<file path="src/rtl/pifo_sched.sv">
// Front-end scheduler for a root PIFO: round-robin arbitration of push/pop requesters,
// registered tree commands, pop response capture and an occupancy counter.
module pifo_sched #(
  parameter int unsigned PTW  = 16,
  parameter int unsigned MTW  = 32,
  parameter int unsigned NREQ = 4,
  parameter int unsigned CAP  = 1023,
  parameter int unsigned CTW  = 10,
  parameter int unsigned GAP  = 1,
  localparam int unsigned EW  = MTW + PTW,
  localparam int unsigned IDW = (NREQ > 1) ? $clog2(NREQ) : 1
) (
  input  logic             i_clk,
  input  logic             i_arst_n,
  input  logic [NREQ-1:0]  i_req_vld,
  input  logic [NREQ-1:0]  i_req_op,
  input  logic [NREQ*EW-1:0] i_req_data,
  output logic [NREQ-1:0]  o_req_gnt,
  output logic             o_push,
  output logic [EW-1:0]    o_push_data,
  output logic             o_pop,
  input  logic [EW-1:0]    i_pop_data,
  output logic             o_rsp_vld,
  output logic [EW-1:0]    o_rsp_data,
  output logic [IDW-1:0]   o_rsp_id,
  output logic [CTW-1:0]   o_count,
  output logic             o_full,
  output logic             o_empty
);

  typedef enum logic [0:0] {StIdle, StWait} state_e;

  state_e          state_q;
  logic [31:0]     gap_q;
  logic [IDW-1:0]  rr_q;
  logic [IDW-1:0]  pop_id_q;
  logic [CTW-1:0]  count_q;
  logic            push_q;
  logic            pop_q;
  logic [EW-1:0]   push_data_q;
  logic            rsp_vld_q;
  logic [EW-1:0]   rsp_data_q;
  logic [IDW-1:0]  rsp_id_q;

  logic [NREQ-1:0] elig;
  logic [IDW-1:0]  scan_idx;
  logic [IDW-1:0]  gnt_idx;
  logic            found;
  logic            grant;
  logic            grant_pop;

  assign o_full      = (count_q == CTW'(CAP));
  assign o_empty     = (count_q == '0);
  assign o_count     = count_q;
  assign o_push      = push_q;
  assign o_pop       = pop_q;
  assign o_push_data = push_data_q;
  assign o_rsp_vld   = rsp_vld_q;
  assign o_rsp_data  = rsp_data_q;
  assign o_rsp_id    = rsp_id_q;

  always_comb begin
    elig = '0;
    for (int unsigned k = 0; k < NREQ; k++) begin
      // vld gates the op bit so an undriven op on an idle requester cannot leak through
      elig[k] = i_req_vld[k] & (i_req_op[k] ? ~o_empty : ~o_full);
    end
    found    = 1'b0;
    gnt_idx  = '0;
    scan_idx = '0;
    for (int unsigned i = 0; i < NREQ; i++) begin
      scan_idx = IDW'((32'(rr_q) + i) % NREQ);
      if (!found && elig[scan_idx]) begin
        found   = 1'b1;
        gnt_idx = scan_idx;
      end
    end
    grant     = (state_q == StIdle) && found;
    grant_pop = i_req_op[gnt_idx];
    o_req_gnt = grant ? (NREQ'(1) << gnt_idx) : '0;
  end

  always_ff @(posedge i_clk or negedge i_arst_n) begin
    if (!i_arst_n) begin
      state_q     <= StIdle;
      gap_q       <= '0;
      rr_q        <= '0;
      pop_id_q    <= '0;
      count_q     <= '0;
      push_q      <= 1'b0;
      pop_q       <= 1'b0;
      push_data_q <= '0;
      rsp_vld_q   <= 1'b0;
      rsp_data_q  <= '0;
      rsp_id_q    <= '0;
    end else begin
      push_q      <= grant && !grant_pop;
      pop_q       <= grant && grant_pop;
      push_data_q <= (grant && !grant_pop) ? i_req_data[32'(gnt_idx)*EW +: EW] : '0;
      rsp_vld_q   <= pop_q;
      if (pop_q) begin
        rsp_data_q <= i_pop_data;
        rsp_id_q   <= pop_id_q;
      end
      if (grant) begin
        pop_id_q <= gnt_idx;
        rr_q     <= IDW'((32'(gnt_idx) + 1) % NREQ);
        count_q  <= grant_pop ? (count_q - CTW'(1)) : (count_q + CTW'(1));
      end
      unique case (state_q)
        StIdle: begin
          if (grant && (GAP > 0)) begin
            state_q <= StWait;
            gap_q   <= GAP - 1;
          end
        end
        StWait: begin
          if (gap_q == '0) state_q <= StIdle;
          else             gap_q   <= gap_q - 1;
        end
        default: state_q <= StIdle;
      endcase
    end
  end

endmodule
</file>
<file path="config.mk">
export PLATFORM = sky130hd
export DESIGN_NAME = pifo_sched
export DESIGN_NICKNAME = d
export VERILOG_FILES = /design/src/rtl/pifo_sched.sv
export SDC_FILE = /design/constraint.sdc
export NUM_CORES = 1
export LEC_CHECK = 0
export BUFFER_PORTS_ARGS = -buffer_cell sky130_fd_sc_hd__clkbuf_2
export CAP_MARGIN = 20
export CORE_UTILIZATION = 30
export CTS_CLUSTER_SIZE = 8
export DETAILED_ROUTE_END_ITERATION = 16
export HOLD_SLACK_MARGIN = 0.12
export PLACE_DENSITY = 0.6
export SLEW_MARGIN = 20
export SYNTH_ARGS = -nofsm -noshare
export SYNTH_HDL_FRONTEND = slang
export SYNTH_SLANG_ARGS = --single-unit
</file>
<file path="constraint.sdc">
create_clock -name i_clk -period 5.1 [get_ports i_clk]
set_input_delay 0.765 -clock i_clk [delete_from_list [all_inputs] [get_ports i_clk]]
set_output_delay 0.765 -clock i_clk [all_outputs]
set_load 0.02 [all_outputs]
</file>
* After elaboration in Yosys (flattened, before gate mapping)
Index checks and enable logic that the tools add are counted.
Word-level totals: ROM bits 0, output and inout port bits 117, bits in latches 0, bits in registers 148, memories 0, bits in writable memories 0, input port bits 250
Cells by class: reduce and logical (&&, ||, !) cells 13, muxes and demuxes 31, divide/modulo/power cells 0, shift-type cells 2, eq/ne operators 3, $mul 1, $lt $le $gt $ge 5, add/sub/neg operators 7, bitwise gates (word level) 7
Operators with widths (count):
- 192-bit by 9-bit indexed part select with 48-bit output | 1
- 32-bit two-way mux | 2
- 32-bit one-hot mux with 2 select lines | 1
- 48-bit two-way mux | 1
- 32-bit zero test | 1
- 32-bit by 1-bit subtractor with 32-bit output (second input constant) | 1
- 2-bit by 3-bit < comparator with 1-bit output (second input constant) | 5
- 1-bit two-way mux | 15
- 10-bit by 1-bit adder with 10-bit output (second input constant) | 1
- 1-bit binary-select mux with 2-bit select | 5
- 10-bit equality test (second input constant) | 1
- 10-bit zero test | 1
- 10-bit two-way mux | 1
- 10-bit by 1-bit subtractor with 10-bit output (second input constant) | 1
- 2-bit two-way mux | 4
- 1-bit logical AND | 6
- 2-bit by 1-bit adder with 2-bit output (second input constant) | 2
- 2-bit adder (second input constant) | 2
- 1-bit bitwise AND | 4
- 1-bit zero test | 4
- 2-bit by 2-bit multiplier with 4-bit output (second input constant) | 1
- 4-bit two-way mux | 1
- 2-bit inequality test (second input constant) | 2
- 1-bit by 2-bit left shift with 4-bit output (first input constant) | 1
- other kinds (3) | 5

* Longest topological paths before layout
depth in word-level cells 21, mapped depth 19, gate-level depth less buffers 19

* Least setup slack after synthesis
OpenSTA, ideal clock, no wires.
path kind register to register, start reg count_q[6] (netlist: o_count[6]), end reg count_q[9] (netlist: o_count[9]), setup slack 0.543 ns, clock period less this slack 4.557 ns, cell stages (with the launch flop) 20, arrival time 4.423 ns, library setup time 0.134 ns, cell sequence dfrtp_1 > nand4_1 > or3_4 > o211ai_2 > or3b_1 > o211a_2 > inv_2 > mux2_2 > mux2i_4 > inv_1 > ha_1 > a21o_1 > a21oi_1 > o21ai_0 > o41ai_1 > o21ai_0 > nand3_1 > o22ai_1 > nand2b_1 > xor2_1
Between the ends: cells in the longest elaborated chain, start to end 19, elaborated cells between the ends (all ways) 40
Ends and longest elaborated chain:
- start: declaration | line 37 | logic [CTW-1:0] count_q;
- start signal: assignment | line 108 | count_q <= grant_pop ? (count_q - CTW'(1)) : (count_q + CTW'(1));
- 10-bit equality test or 10-bit zero test (tied branches) | line 52, 53
- 1-bit NOT | line 66 | elig[k] = i_req_vld[k] & (i_req_op[k] ? ~o_empty : ~o_full);
- 1-bit two-way mux | line 66
- 1-bit bitwise AND | line 66
- 1-bit binary-select mux with 2-bit select | line 73 | if (!found && elig[scan_idx]) begin
- 1-bit two-way mux (implied by the code) | line 73
- 1-bit two-way mux | line 73
- 1-bit zero test | line 73
- [... 4 more ...]
- 1-bit two-way mux | line 73
- 1-bit zero test | line 73
- 1-bit logical AND | line 73
- 2-bit two-way mux (*) | line 73
- net gnt_idx[0] | line 47 | logic [IDW-1:0] gnt_idx;
- 1-bit binary-select mux with 2-bit select (*) | line 79 | grant_pop = i_req_op[gnt_idx];
- 1-bit two-way mux (implied by the code) (*) | line 79
- 10-bit two-way mux (*) | line 108
Mark *: on every way through the listed nets, which the timed path passes. The rest lies on a longest branch. The select of a mux whose other input is x is not followed. A chain may end at the register's enable or synchronous reset.

* Worst setup path after layout
Same ends and word-level chain as after synthesis.

==> flow_metrics.env <==
export IMPL_drtIter0Drc=339
export IMPL_postSynth_asyncResetShare=1.00
export IMPL_intPower_w=0.00253
export IMPL_synthesis_nets=937
export IMPL_finalClockSkew_ns=0.0148
export IMPL_core_sq_um=24600
export IMPL_switchingPower_w=0.00113
export IMPL_fin_setup_tns_ns=0
export IMPL_seq_area_frac_synth=0.486
export IMPL_fmax_ghz=0.212
export IMPL_clk_latency_ns=0.42
export IMPL_synth_top_flop_cell="dfrtp_1"
export IMPL_critPathArrivalTime_ns=5.02
export IMPL_crit_path_end_kind="flop"
export IMPL_r2r_end="o_count[9]"
export IMPL_setup_viol=0
export IMPL_fillers=2419
export IMPL_fin_cells=1371
export IMPL_pwr_share_comb=0.251
export IMPL_switching_share=0.309
export IMPL_synth_cell_type_count=56
export IMPL_wirelength_um=22300
export IMPL_seqPwrFrac=0.387
export IMPL_cap_violations=0
export IMPL_r2r_start="o_count[6]"
export IMPL_start_util=0.310
export IMPL_worst_r2r_path_depth=19
export IMPL_min_period_over_period=0.927
export IMPL_syn_area_per_cell_sq_um=11.3
export IMPL_grt_pass1_vias=6328
export IMPL_syn_inst=673
export IMPL_io_buffer_count=366
export IMPL_cts_tree="yes"
export IMPL_status="complete, no violations"
export IMPL_die_area_sq_um=26100
export IMPL_min_period_ns=4.73
export IMPL_num_vias=6394
export IMPL_max_slew_margin=0.320
export IMPL_io_pins=367
export IMPL_cts_clk_slew_worst_paths_ns=0.06
export IMPL_vias_per_cell=4.66
export IMPL_synth_edff_count=0
export IMPL_ff2ff_setup_slack_ns=0.37
export IMPL_cts_hold_buffers=0
export IMPL_worst_setup_path_start_kind="flop"
export IMPL_fp_dieH_um=161
export IMPL_synth_area_sq_um=7630
export IMPL_min_path_type="primary input to async pin"
export IMPL_clockBufferDepth=2
export IMPL_detail_route_first_pass_iterations=4
export IMPL_placed_cells=1336
export IMPL_multi_input_area_sq_um=3730
export IMPL_drv_slew=0
export IMPL_post_drt_wl_per_cell_um=16.3
export IMPL_ant_nets=0
export IMPL_drive_above_1_share=0.514
export IMPL_syn2layout_area_growth_pct=37.1
export IMPL_worst_slew_pin_transition_ns=1.02
export IMPL_crit_type="flop to flop"
export IMPL_holdWs_ns=0.328
export IMPL_ys_warn_count=0
export IMPL_nets=1296
export IMPL_place_congestion=0.848
export IMPL_hpwlAfterDp_um=17300
export IMPL_overflow=0
export IMPL_antenna_found_initial=3
export IMPL_rsz0062_at_grt="false"
export IMPL_cts_max_level=4
export IMPL_die_w_um=161
export IMPL_cts_num_sinks=148
export IMPL_power_density_nw_per_um2=350
export IMPL_synth_seq_cells=148
export IMPL_grt_first_pass_wirelength_um=34600
export IMPL_grt_util_all_layers=0.174
export IMPL_seqCellArea_sq_um=3700
export IMPL_numCtsBuffers=17
export IMPL_critPathMaxFanout=8
export IMPL_p_leak_nw=5.42
export IMPL_report_final_hold_viol_count=0
export IMPL_p_clk_frac=0.362
export IMPL_cp_required_ns=5.39
export IMPL_rows=57
export IMPL_grt_max_degree=98
export IMPL_route_detailed_drc=0
export IMPL_clockRootBuffer="clkbuf_16"
export IMPL_ir_drop_mv=0.170
[worst max-delay path by stage]
stage                      from          to  slack, ns  cells after the start
floorplan            o_count[6]  o_count[9]       0.54                     19
global placement    i_req_op[0]  o_count[9]       0.19                     19
detailed placement  i_req_op[0]  o_count[9]       0.10                     19
CTS                  o_count[0]  o_count[9]       0.08                     19
global route         o_count[6]  o_count[9]       0.09                     19
finish               o_count[6]  o_count[9]       0.37                     19
[through the flow]
step | power (W) | util | setup WS (ns) | instance area [sq um]
final | 0.00366 | 0.425 | 0.372 | 10500
after global routing | 0.00388 | 0.425 | 0.0859 | 10500
after CTS | 0.00371 | 0.424 | 0.0788 | 10400
after detailed placement | 0.00235 | 0.398 | 0.100 | 9800
after global placement | 0.00233 | 0.398 | 0.194 | 9800
after floorplan | 0.00204 | - | 0.543 | 7630
[flip-flops by register name, summed over array words and instances, names as in the netlist]
name,cells
o_push_data,48
pop_id_q,2
o_rsp_vld,1
o_rsp_id,2
gap_q,32
o_pop,1
o_count,10
rr_q,2
o_rsp_data,48
o_push,1
state_q,1
[cell type report]
class / instances / area share
clock buffer: 18 / 0.0420
inverter: 11 / 0.00431
timing repair buffer: 379 / 0.185
sequential: 148 / 0.354
tap: 324 / 0.0388
clock inverter: 13 / 0.0176
multi-input combinational: 475 / 0.357
antenna: 3 / 0.000718
[routing by layer]
layer / global-route usage / up-vias / wire, um
li1: - / 3141 / -
met1: 0.203 / 2991 / 9120
met2: 0.311 / 246 / 11500
met3: 0.0478 / 16 / 1420
met4: 0.0480 / 0 / 293
met5: 0 / - / 0
[layout by cell type (no fill, tap or decap), drive strengths merged, types with 3 or more instances in the layout]
master / synthesis / layout
xor2: 15 / 15
nand2: 25 / 25
and2: 5 / 5
a211oi: 48 / 48
buf: 18 / 14
dfrtp: 148 / 148
o21ai: 20 / 20
a21oi: 10 / 10
nand3: 5 / 5
xnor2: 19 / 19
mux2i: 49 / 49
nor3: 10 / 10
clkbuf: 21 / 383
nor4: 7 / 7
nand2b: 4 / 4
bufinv: 0 / 3
a21o: 5 / 5
nand4: 6 / 6
or3: 11 / 11
ha: 13 / 13
mux2: 101 / 101
nor2b: 3 / 3
nor2: 91 / 91
inv: 11 / 18
diode: 0 / 3
o211ai: 3 / 3
[synth_stat cells (3+ instances only)]
cell	instances	area, sq um
dfrtp_1	148	3700
mux2_2	99	1110
nor2_1	91	342
mux2i_1	48	480
a211oi_1	39	293
nand2_1	25	93.8
clkbuf_1	21	78.8
o21ai_0	19	95.1
xnor2_1	19	166
xor2_1	15	131
buf_2	13	65.1
ha_1	13	163
a21oi_1	10	50.1
nor3_1	10	50.1
or3_1	10	62.6
a211oi_2	9	113
inv_1	8	30.0
nand4_1	6	37.5
a21o_1	5	37.5
and2_1	5	31.3
nand3_1	5	25.0
nor4_1	5	31.3
nand2b_1	4	25.0
buf_1	3	11.3
inv_2	3	11.3
nor2b_1	3	18.8
[power by group through the flow]
stage / registers, W / logic, W / clock network [W]
floorplan: 0.00147 / 0.000573 / 0
global placement: 0.00143 / 0.000903 / 0
detailed placement: 0.00143 / 0.000915 / 0
CTS: 0.00141 / 0.000918 / 0.00137
global route: 0.00144 / 0.00103 / 0.00142
finish: 0.00141 / 0.000917 / 0.00132
[logic make-up after synthesis]
| group | share of synthesized area |
|---|---|
| AO/OA/AOI/OAI | 0.0993 |
| XOR/XNOR | 0.0390 |
| adder cells (fa/ha/maj) | 0.0240 |
| buffers and inverters | 0.0282 |
| flip-flops | 0.486 |
| multiplexers | 0.216 |
| AND/OR/NAND/NOR | 0.108 |
[worst max-delay path, cell delays in order, from the launching register on]
cell and delay (ns):
dfrtp_1 0.46, nand4_1 0.16, or3_4 0.43, o211ai_2 0.26, or3b_1 0.39, o211a_2 0.19, inv_4 0.07, mux2_2 0.37
mux2i_4 0.24, inv_2 0.15, ha_1 0.29, a21o_1 0.17, a21oi_1 0.20, o21ai_0 0.17, o41ai_2 0.38, o21ai_1 0.19
nand3_1 0.12, o22ai_1 0.08, nand2b_1 0.16, xor2_1 0.14
[timing repair]
item | in CTS | in global routing
endpoints found under the setup margin | 0 | 1
gates resized for setup | 0 | 4
buffers inserted | 0 | 1
(Power assumes the default switching activity.)
